==> src/rtl/sram.sv <==
// ---------------------------------------------------------------------------
// sram
// Single-port synchronous SRAM model (64 x 8 by default), used as the memory
// under test for the MBIST subsystem.
//
// Ports:
//   clk      - system clock, rising-edge active
//   rst_n    - asynchronous active-low reset; clears address register and
//              every memory word
//   ramaddr  - word address, captured on every selected rising edge
//   ramin    - write data
//   rwbar    - 1 = read, 0 = write
//   cs       - chip select, active high
//   ramout   - read data, combinational from the registered address; zero
//              when deselected or in write mode
// ---------------------------------------------------------------------------
module sram #(
  parameter int ADDR_WIDTH = 6,
  parameter int DATA_WIDTH = 8,
  parameter int DEPTH      = 2**ADDR_WIDTH
) (
  input  logic                  clk,
  input  logic                  rst_n,
  input  logic [ADDR_WIDTH-1:0] ramaddr,
  input  logic [DATA_WIDTH-1:0] ramin,
  input  logic                  rwbar,
  input  logic                  cs,
  output logic [DATA_WIDTH-1:0] ramout
);

  logic [DATA_WIDTH-1:0] mem [DEPTH];
  logic [ADDR_WIDTH-1:0] addr_reg;

  // The whole array is cleared on reset so the read path can never return X.
  // The address is captured in both modes, so a read right after a write
  // returns the word just written without another edge.
  always_ff @(posedge clk or negedge rst_n) begin
    if (!rst_n) begin
      addr_reg <= '0;
      for (int i = 0; i < DEPTH; i++) begin
        mem[i] <= '0;
      end
    end else if (cs) begin
      addr_reg <= ramaddr;
      if (!rwbar) begin
        mem[ramaddr] <= ramin;
      end
    end
  end

  // Only the registered address selects the word; ramaddr changes between
  // edges have no effect on the output.
  always_comb begin
    ramout = '0;
    if (cs && rwbar) begin
      ramout = mem[addr_reg];
    end
  end

endmodule

==> config.mk <==
export PLATFORM = sky130hd
export DESIGN_NAME = sram
export DESIGN_NICKNAME = d
export VERILOG_FILES = /design/src/rtl/sram.sv
export SDC_FILE = /design/constraint.sdc
export NUM_CORES = 1
export LEC_CHECK = 0
export ABC_AREA = 1
export ABC_CLOCK_PERIOD_IN_PS = 2600
export CORE_ASPECT_RATIO = 1.1
export CORE_UTILIZATION = 55
export CTS_CLUSTER_DIAMETER = 80
export DETAILED_ROUTE_END_ITERATION = 10
export MAX_ROUTING_LAYER = met4
export PLACE_DENSITY = 0.77
export SYNTH_ARGS = -nofsm -noshare
export SYNTH_HDL_FRONTEND = slang
export SYNTH_SLANG_ARGS = --single-unit
export TNS_END_PERCENT = 20
==> constraint.sdc <==
create_clock -name clk -period 2.6 [get_ports clk]
set_input_delay 0.52 -clock clk [delete_from_list [all_inputs] [get_ports clk]]
set_output_delay 0.52 -clock clk [all_outputs]
set_load 0.03 [all_outputs]
==> results of run 1 <==
-- power breakdown --
part | switching (mW) | internal, mW | leakage [nW] | total (mW)
clock | 3.26 | 4.67 | 0.875 | 7.93
sequential | 0.386 | 8.72 | 7.05 | 9.10
combinational | 1.94 | 1.11 | 4.65 | 3.06
-- cell usage after synthesis --
cell	count	area [um^2]
nand2_2	1	6.26
buf_4	1	7.51
nor3_1	6	30.0
dfrtp_1	518	13000
buf_6	26	293
inv_1	9	33.8
o21ai_0	518	2590
nand3_1	432	2160
buf_1	17	63.8
nand4_1	8	50.1
a21oi_1	8	40.0
nor3_4	1	16.3
clkbuf_1	145	544
nand2_1	1216	4560
inv_2	1	3.75
buf_2	37	185
clkinv_1	11	41.3
nor2_1	1	3.75
nor4_4	8	170
-- path summary, 6_finish.rpt --
check,slack (ps),cells after the start,from,to
hold reg to reg,490,2,mem[498],mem[498]
hold / removal,440,2,rst_n,mem[233]
setup / recovery,-640,12,addr_reg[0],ramout[1]
max in group asynchronous,1240,4,rst_n,mem[452]
setup reg to reg,730,2,addr_reg[5],addr_reg[5]
min in group clk,490,2,mem[498],mem[498]
-- logic make-up (layout without fill, tap and decap cells) --
logic type | after synthesis | in the layout | synth area share (%)
flops | 518 | 518 | 54.5
buf+inv | 247 | 278 | 4.93
compound gates | 526 | 526 | 11.1
simple gates | 1673 | 1673 | 29.5
-- final cells by class --
type	count	area (um^2)	share of cell area, %
repair inverters	1	11.3	0.0404
clock buffers	72	1480	5.29
repair buffers	160	2210	7.92
inverters	21	93.8	0.336
clock inverters	24	327	1.17
flip-flops and latches	518	13000	46.5
multi-input cells	2199	10100	36.2
well taps	567	709	2.54
-- routing by layer --
layer	global-route usage, %	vias to the layer above	wire (um)
li1	-	9740	-
met1	44.0	10575	28100
met2	53.7	1249	33600
met3	6.58	264	7200
met4	16.5	0	3410
met5	-	-	0
-- per-stage QoR --
| stage | setup TNS (ps) | area (um^2) |
|---|---|---|
| floorplan | 0 | 23800 |
| global placement | -515 | 25100 |
| detailed placement | -633 | 25100 |
| CTS | -4430 | 27800 |
| global route | -5290 | 27900 |
| finish | -4810 | 27900 |
-- repair_timing --
| item | in CTS | in global routing |
|---|---|---|
| setup buffers | 9 | 0 |
| hold buffers | 1 | 0 |
| hold endpoints to repair | 40 | 0 |
| gates resized for setup | 121 | 15 |
| endpoints found under the setup margin | 8 | 8 |
| cloned | 13 | 0 |
| pin swaps | 37 | 14 |
==> flow_metrics.env, run 1 <==
export IMPL_port_buffer_count=25
export IMPL_yosysUniqueCellTypes=19
export IMPL_worst_clock_skew_ps=0
export IMPL_die_h_um=220
export IMPL_finalNetCount=2970
export IMPL_setup_worst_path_end_class="output port"
export IMPL_hold_class="in -> async"
export IMPL_grt_first_pass_wirelength_um=116000
export IMPL_ant_nets=0
export IMPL_cts_htree_levels=2
export IMPL_cts_root_to_sink_buffers=3
export IMPL_fillers=3312
export IMPL_grt_remaining_overflow=0
export IMPL_seq_area_frac_synth_pct=54.5
export IMPL_largest_register_ffs=512
export IMPL_status="complete, but fails checks"
export IMPL_numCtsBuffers=51
export IMPL_setup_ws_ps=-644
export IMPL_critical_path_most_common_cell="nand2_1"
export IMPL_initial_utilization_pct=55.9
export IMPL_wire_per_inst_um=20.3
export IMPL_drive_above_1_share_pct=11.1
export IMPL_setup_worst_path_class="reg -> out"
export IMPL_rows=79
export IMPL_dpl_cell_count=3447
export IMPL_antennaDiodeCount=0
export IMPL_clock_insertion_delay_worst_skew_ps=610
export IMPL_layout_min_cycle_time_ps=3240
export IMPL_drtPass1Iterations=8
export IMPL_fin_cells=3562
export IMPL_via_count_of_the_first_global_routing_pass=21253
export IMPL_layout_cells_most_common_list="nand2_1, o21ai_0, dfrtp_1"
export IMPL_clock_sinks=518
export IMPL_post_synth_cell_area_avg_um2=8.02
export IMPL_ys_warnings_count=0
export IMPL_utilization_pct=65.6
export IMPL_routed_via_density=6.13
export IMPL_placeable_core_region_mm2=0.0425
export IMPL_critical_path_n_buffers_inverters=4
export IMPL_hpwlAfterDp_um=42400
export IMPL_netlist_area_mm2=0.0238
export IMPL_layout_cells_most_common="nand2_1"
export IMPL_synth_net_count=2982
export IMPL_worstPathRequired_ps=2080
export IMPL_critical_path_cell_by_cell="inv_12 > buf_4 > buf_12 > nand2_1 > nand3_1 > nand3_1 > nand2_1 > nand2_1 > nand3_4 > nand3_2 > a21oi_4 > buf_12"
export IMPL_critPathMaxStageDelay_ps=590
export IMPL_violations="negative setup slack"
export IMPL_maximum_clock_frequency_mhz=308
export IMPL_preCtsSetupSlack_ps=-145
export IMPL_drc=0
export IMPL_timing_critical_path_max_delay_family="simple AND/OR/NAND/NOR gates"
export IMPL_power_density_mw_per_mm2=720
export IMPL_critical_path_peak_fanout=16
export IMPL_peak_supply_drop_uv=436
export IMPL_root_buffer="clkbuf_16"
export IMPL_die_width_um=200
export IMPL_slew_violations=0
export IMPL_finalCritPeriodShare_pct=125
export IMPL_detail_route_iter0_violations=2669
export IMPL_finalHoldWorstSlack_ps=435
export IMPL_design_die_area_mm2=0.0441
export IMPL_crit_path_top_delay_cell="dfrtp_4"
export IMPL_wl_um=72300
export IMPL_unrepaired_setup_endpoints_after_global_routing="true"
export IMPL_worstSetupStartpointType="flop"
export IMPL_grt_total_usage_pct=34.6
export IMPL_max_cap_violations=0
export IMPL_worst_slew_pin_slew_ps=827
export IMPL_number_of_failing_setup_endpoints_in_the_final_timing_report=8
export IMPL_maxSlewHeadroom_pct=44.7
export IMPL_area_growth_synth_to_final_pct=17.4
export IMPL_power_static_leakage_nw=12.6
export IMPL_ys_seq_elements=518
export IMPL_worstPathArrival_ps=2720
export IMPL_finalWeightedCongestion=0.932
export IMPL_cts_clk_slew_worst_paths_ps=60
export IMPL_report_final_hold_viol_count=0
export IMPL_grt_start_max_net_pins=78
export IMPL_design_power_total_mw=20.1
export IMPL_ioPinCount=26
export IMPL_postSynthCellCount=2964
export IMPL_vias=21828
export IMPL_cts_tree="built"
export IMPL_initial_antenna_violation_count=0
Power figures use the tool's default switching activity.
==> inputs of run 2 (changes only) <==
ABC_AREA = default   (was 1)
PLACE_DENSITY = default   (was 0.77)
PLACE_DENSITY_LB_ADDON = 0.12   (was default)
==> run 2 against run 1 <==
Compared with the run above: the run still ends with negative setup slack left; non-clock buffer count grew 85; register-to-register slack better by 530 ps; critical path depth down 4; fmax shrank 7.6%; flip-flop and latch count is the same; largest cell class unchanged; largest power group unchanged; highest routed layer unchanged.
==> flow_metrics.env, run 2 <==
export IMPL_status="complete, but fails checks"
export IMPL_violations="negative setup slack"
export IMPL_power_density_mw_per_mm2=670
export IMPL_critical_path_peak_fanout=8
export IMPL_setup_worst_path_class="reg -> out"
export IMPL_power_static_leakage_nw=13.5
export IMPL_synth_top_cell_area_share_pct=54.3
export IMPL_worstPathArrival_ps=2990
export IMPL_unrepaired_setup_endpoints_after_global_routing="true"
export IMPL_fillers=2968
export IMPL_synth_enable_flop_cells=0
export IMPL_slew_violations=0
export IMPL_design_die_area_mm2=0.0443
export IMPL_yosysUniqueCellTypes=48
export IMPL_worstSetupStartpointType="flop"
export IMPL_synth_net_count=1542
export IMPL_root_buffer="clkbuf_16"
export IMPL_ant_nets=0
export IMPL_netlist_area_mm2=0.0239
export IMPL_placement_cell_area_mm2=0.0266
export IMPL_finalCritPeriodShare_pct=135
export IMPL_setup_worst_path_end_class="output port"
export IMPL_commonest_cells_in_the_netlist="mux2_2, dfrtp_1, mux4_2"
export IMPL_design_area_mm2=0.0286
export IMPL_max_cap_violations=0
export IMPL_hold_class="in -> async"
export IMPL_routed_via_density=6.13
export IMPL_grt_first_pass_wirelength_um=94300
export IMPL_largest_register_ffs=512
export IMPL_drive_above_1_share_pct=58.6
export IMPL_finalWeightedCongestion=0.927
export IMPL_grt_remaining_overflow=0
export IMPL_clock_insertion_delay_worst_skew_ps=590
export IMPL_placeable_core_region_mm2=0.0426
export IMPL_port_buffer_count=25
export IMPL_die_h_um=221
export IMPL_via_count_of_the_first_global_routing_pass=15268
export IMPL_layout_cells_most_common="mux2_2"
export IMPL_peak_supply_drop_uv=508
export IMPL_hpwlAfterDp_um=39100
export IMPL_maxSlewHeadroom_pct=48.2
export IMPL_netlist_top_cells_area="dfrtp_1, mux2_2, mux4_2"
export IMPL_drc=0
export IMPL_drtPass1Iterations=7
export IMPL_layout_cells_most_common_list="mux2_2, dfrtp_1, buf_4"
export IMPL_report_final_hold_viol_count=0
export IMPL_yosys_cell_count_top_type="mux2_2"
export IMPL_wl_um=59800
export IMPL_grt_total_usage_pct=29.4
export IMPL_die_width_um=201
export IMPL_antennaDiodeCount=0
export IMPL_cell_type_with_the_highest_aggregate_area_in_the_netlist="dfrtp_1"
export IMPL_initial_antenna_violation_count=1
export IMPL_post_synth_cell_area_avg_um2=15.7
export IMPL_worst_slew_pin_slew_ps=778
export IMPL_maximum_clock_frequency_mhz=285
export IMPL_cts_clk_slew_worst_paths_ps=60
export IMPL_cts_root_to_sink_buffers=3
export IMPL_fin_cells=2310
export IMPL_grt_start_max_net_pins=113
export IMPL_wire_per_inst_um=25.9
export IMPL_worst_clock_skew_ps=0
export IMPL_preCtsSetupSlack_ps=-519
export IMPL_number_of_failing_setup_endpoints_in_the_final_timing_report=8
export IMPL_seq_area_frac_synth_pct=54.3
export IMPL_async_flop_share_pct=100
export IMPL_initial_utilization_pct=56.1
export IMPL_dpl_cell_count=2204
export IMPL_rows=79
export IMPL_setup_ws_ps=-911
export IMPL_ys_seq_elements=518
export IMPL_layout_min_cycle_time_ps=3510
export IMPL_cts_tree="built"
export IMPL_cts_htree_levels=2
export IMPL_detail_route_iter0_violations=985
export IMPL_numCtsBuffers=53
export IMPL_finalNetCount=1724
export IMPL_worstPathRequired_ps=2080
export IMPL_vias=14159
export IMPL_ys_warnings_count=0
export IMPL_finalHoldWorstSlack_ps=412
export IMPL_ioPinCount=26
export IMPL_area_growth_synth_to_final_pct=19.7
export IMPL_ys_dominant_reg_cell="dfrtp_1"
export IMPL_postSynthCellCount=1524
export IMPL_clock_sinks=518
## run 2: routing by layer
metal	wire [um]	up-vias	share of wire, %	global-route usage [%]
met1	26000	7716	43	39.0
met4	1540	0	2.6	8.75
met2	29100	304	49	46.9
li1	-	6051	-	-
met3	3210	88	5.4	5.33
met5	0	-	0	-
## run 2: final timing paths
path                             startpoint  depth (start not counted)  slack (ps)     endpoint
min in group clk                   mem[442]                          1         490     mem[442]
worst max register to register  addr_reg[1]                          3        1260  addr_reg[1]
max in group asynchronous             rst_n                          3        1250     mem[251]
worst max-delay path            addr_reg[0]                          8        -910    ramout[0]
worst min register to register     mem[442]                          1         490     mem[442]
worst min-delay path                  rst_n                          2         410     mem[482]
## run 2: power breakdown
group / switching (mW) / total, mW / leakage (nW) / internal (mW)
combinational: 1.27 / 2.73 / 5.68 / 1.46
sequential: 0.338 / 9.06 / 7.04 / 8.73
clock: 3.14 / 7.37 / 0.816 / 4.24
total: 4.74 / 19.2 / 13.5 / 14.4
## run 2: worst max-delay path, cell delays in order, from the launching register on
cell and delay, ps:
dfrtp_4 460, buf_12 190, buf_8 120, mux4_2 490
mux4_2 520, nor2b_2 160, a2111oi_2 60, a21o_2 250
buf_12 150
## run 2: what timing repair did
action	CTS	global route
gates resized for setup	38	12
pin swaps	3	2
cloned	1	0
hold buffers	1	0
hold endpoints to repair	27	0
setup endpoints to repair	8	8
buffers inserted	12	0
## run 2: cell families (layout without fill, tap and decap cells)
family	count (synthesis)	in the layout	synth area share, %
buf+inv	118	337	2.37
compound gates	55	55	1.61
mux	682	682	38.4
simple gates	151	151	3.35
flops	518	518	54.3
## run 2: final cells by class
cell class | instances | area, um^2 | share of cell area (%)
multi-input cells | 888 | 10500 | 36.7
clock inverters | 14 | 113 | 0.394
repair buffers | 245 | 2750 | 9.62
well taps | 567 | 709 | 2.48
flip-flops and latches | 518 | 13000 | 45.4
clock buffers | 78 | 1560 | 5.47
## run 2: per-stage QoR
stage | utilization [%] | TNS (ps) | total power, mW
after detailed placement | 62.3 | -27240 | 11.8
after floorplan | - | -86.9 | 10.7
after global routing | 67.1 | -7390 | 19.9
final | 67.1 | -6840 | 19.2
after CTS | 67.0 | -7050 | 19.3
after global placement | 62.3 | -30320 | 11.7
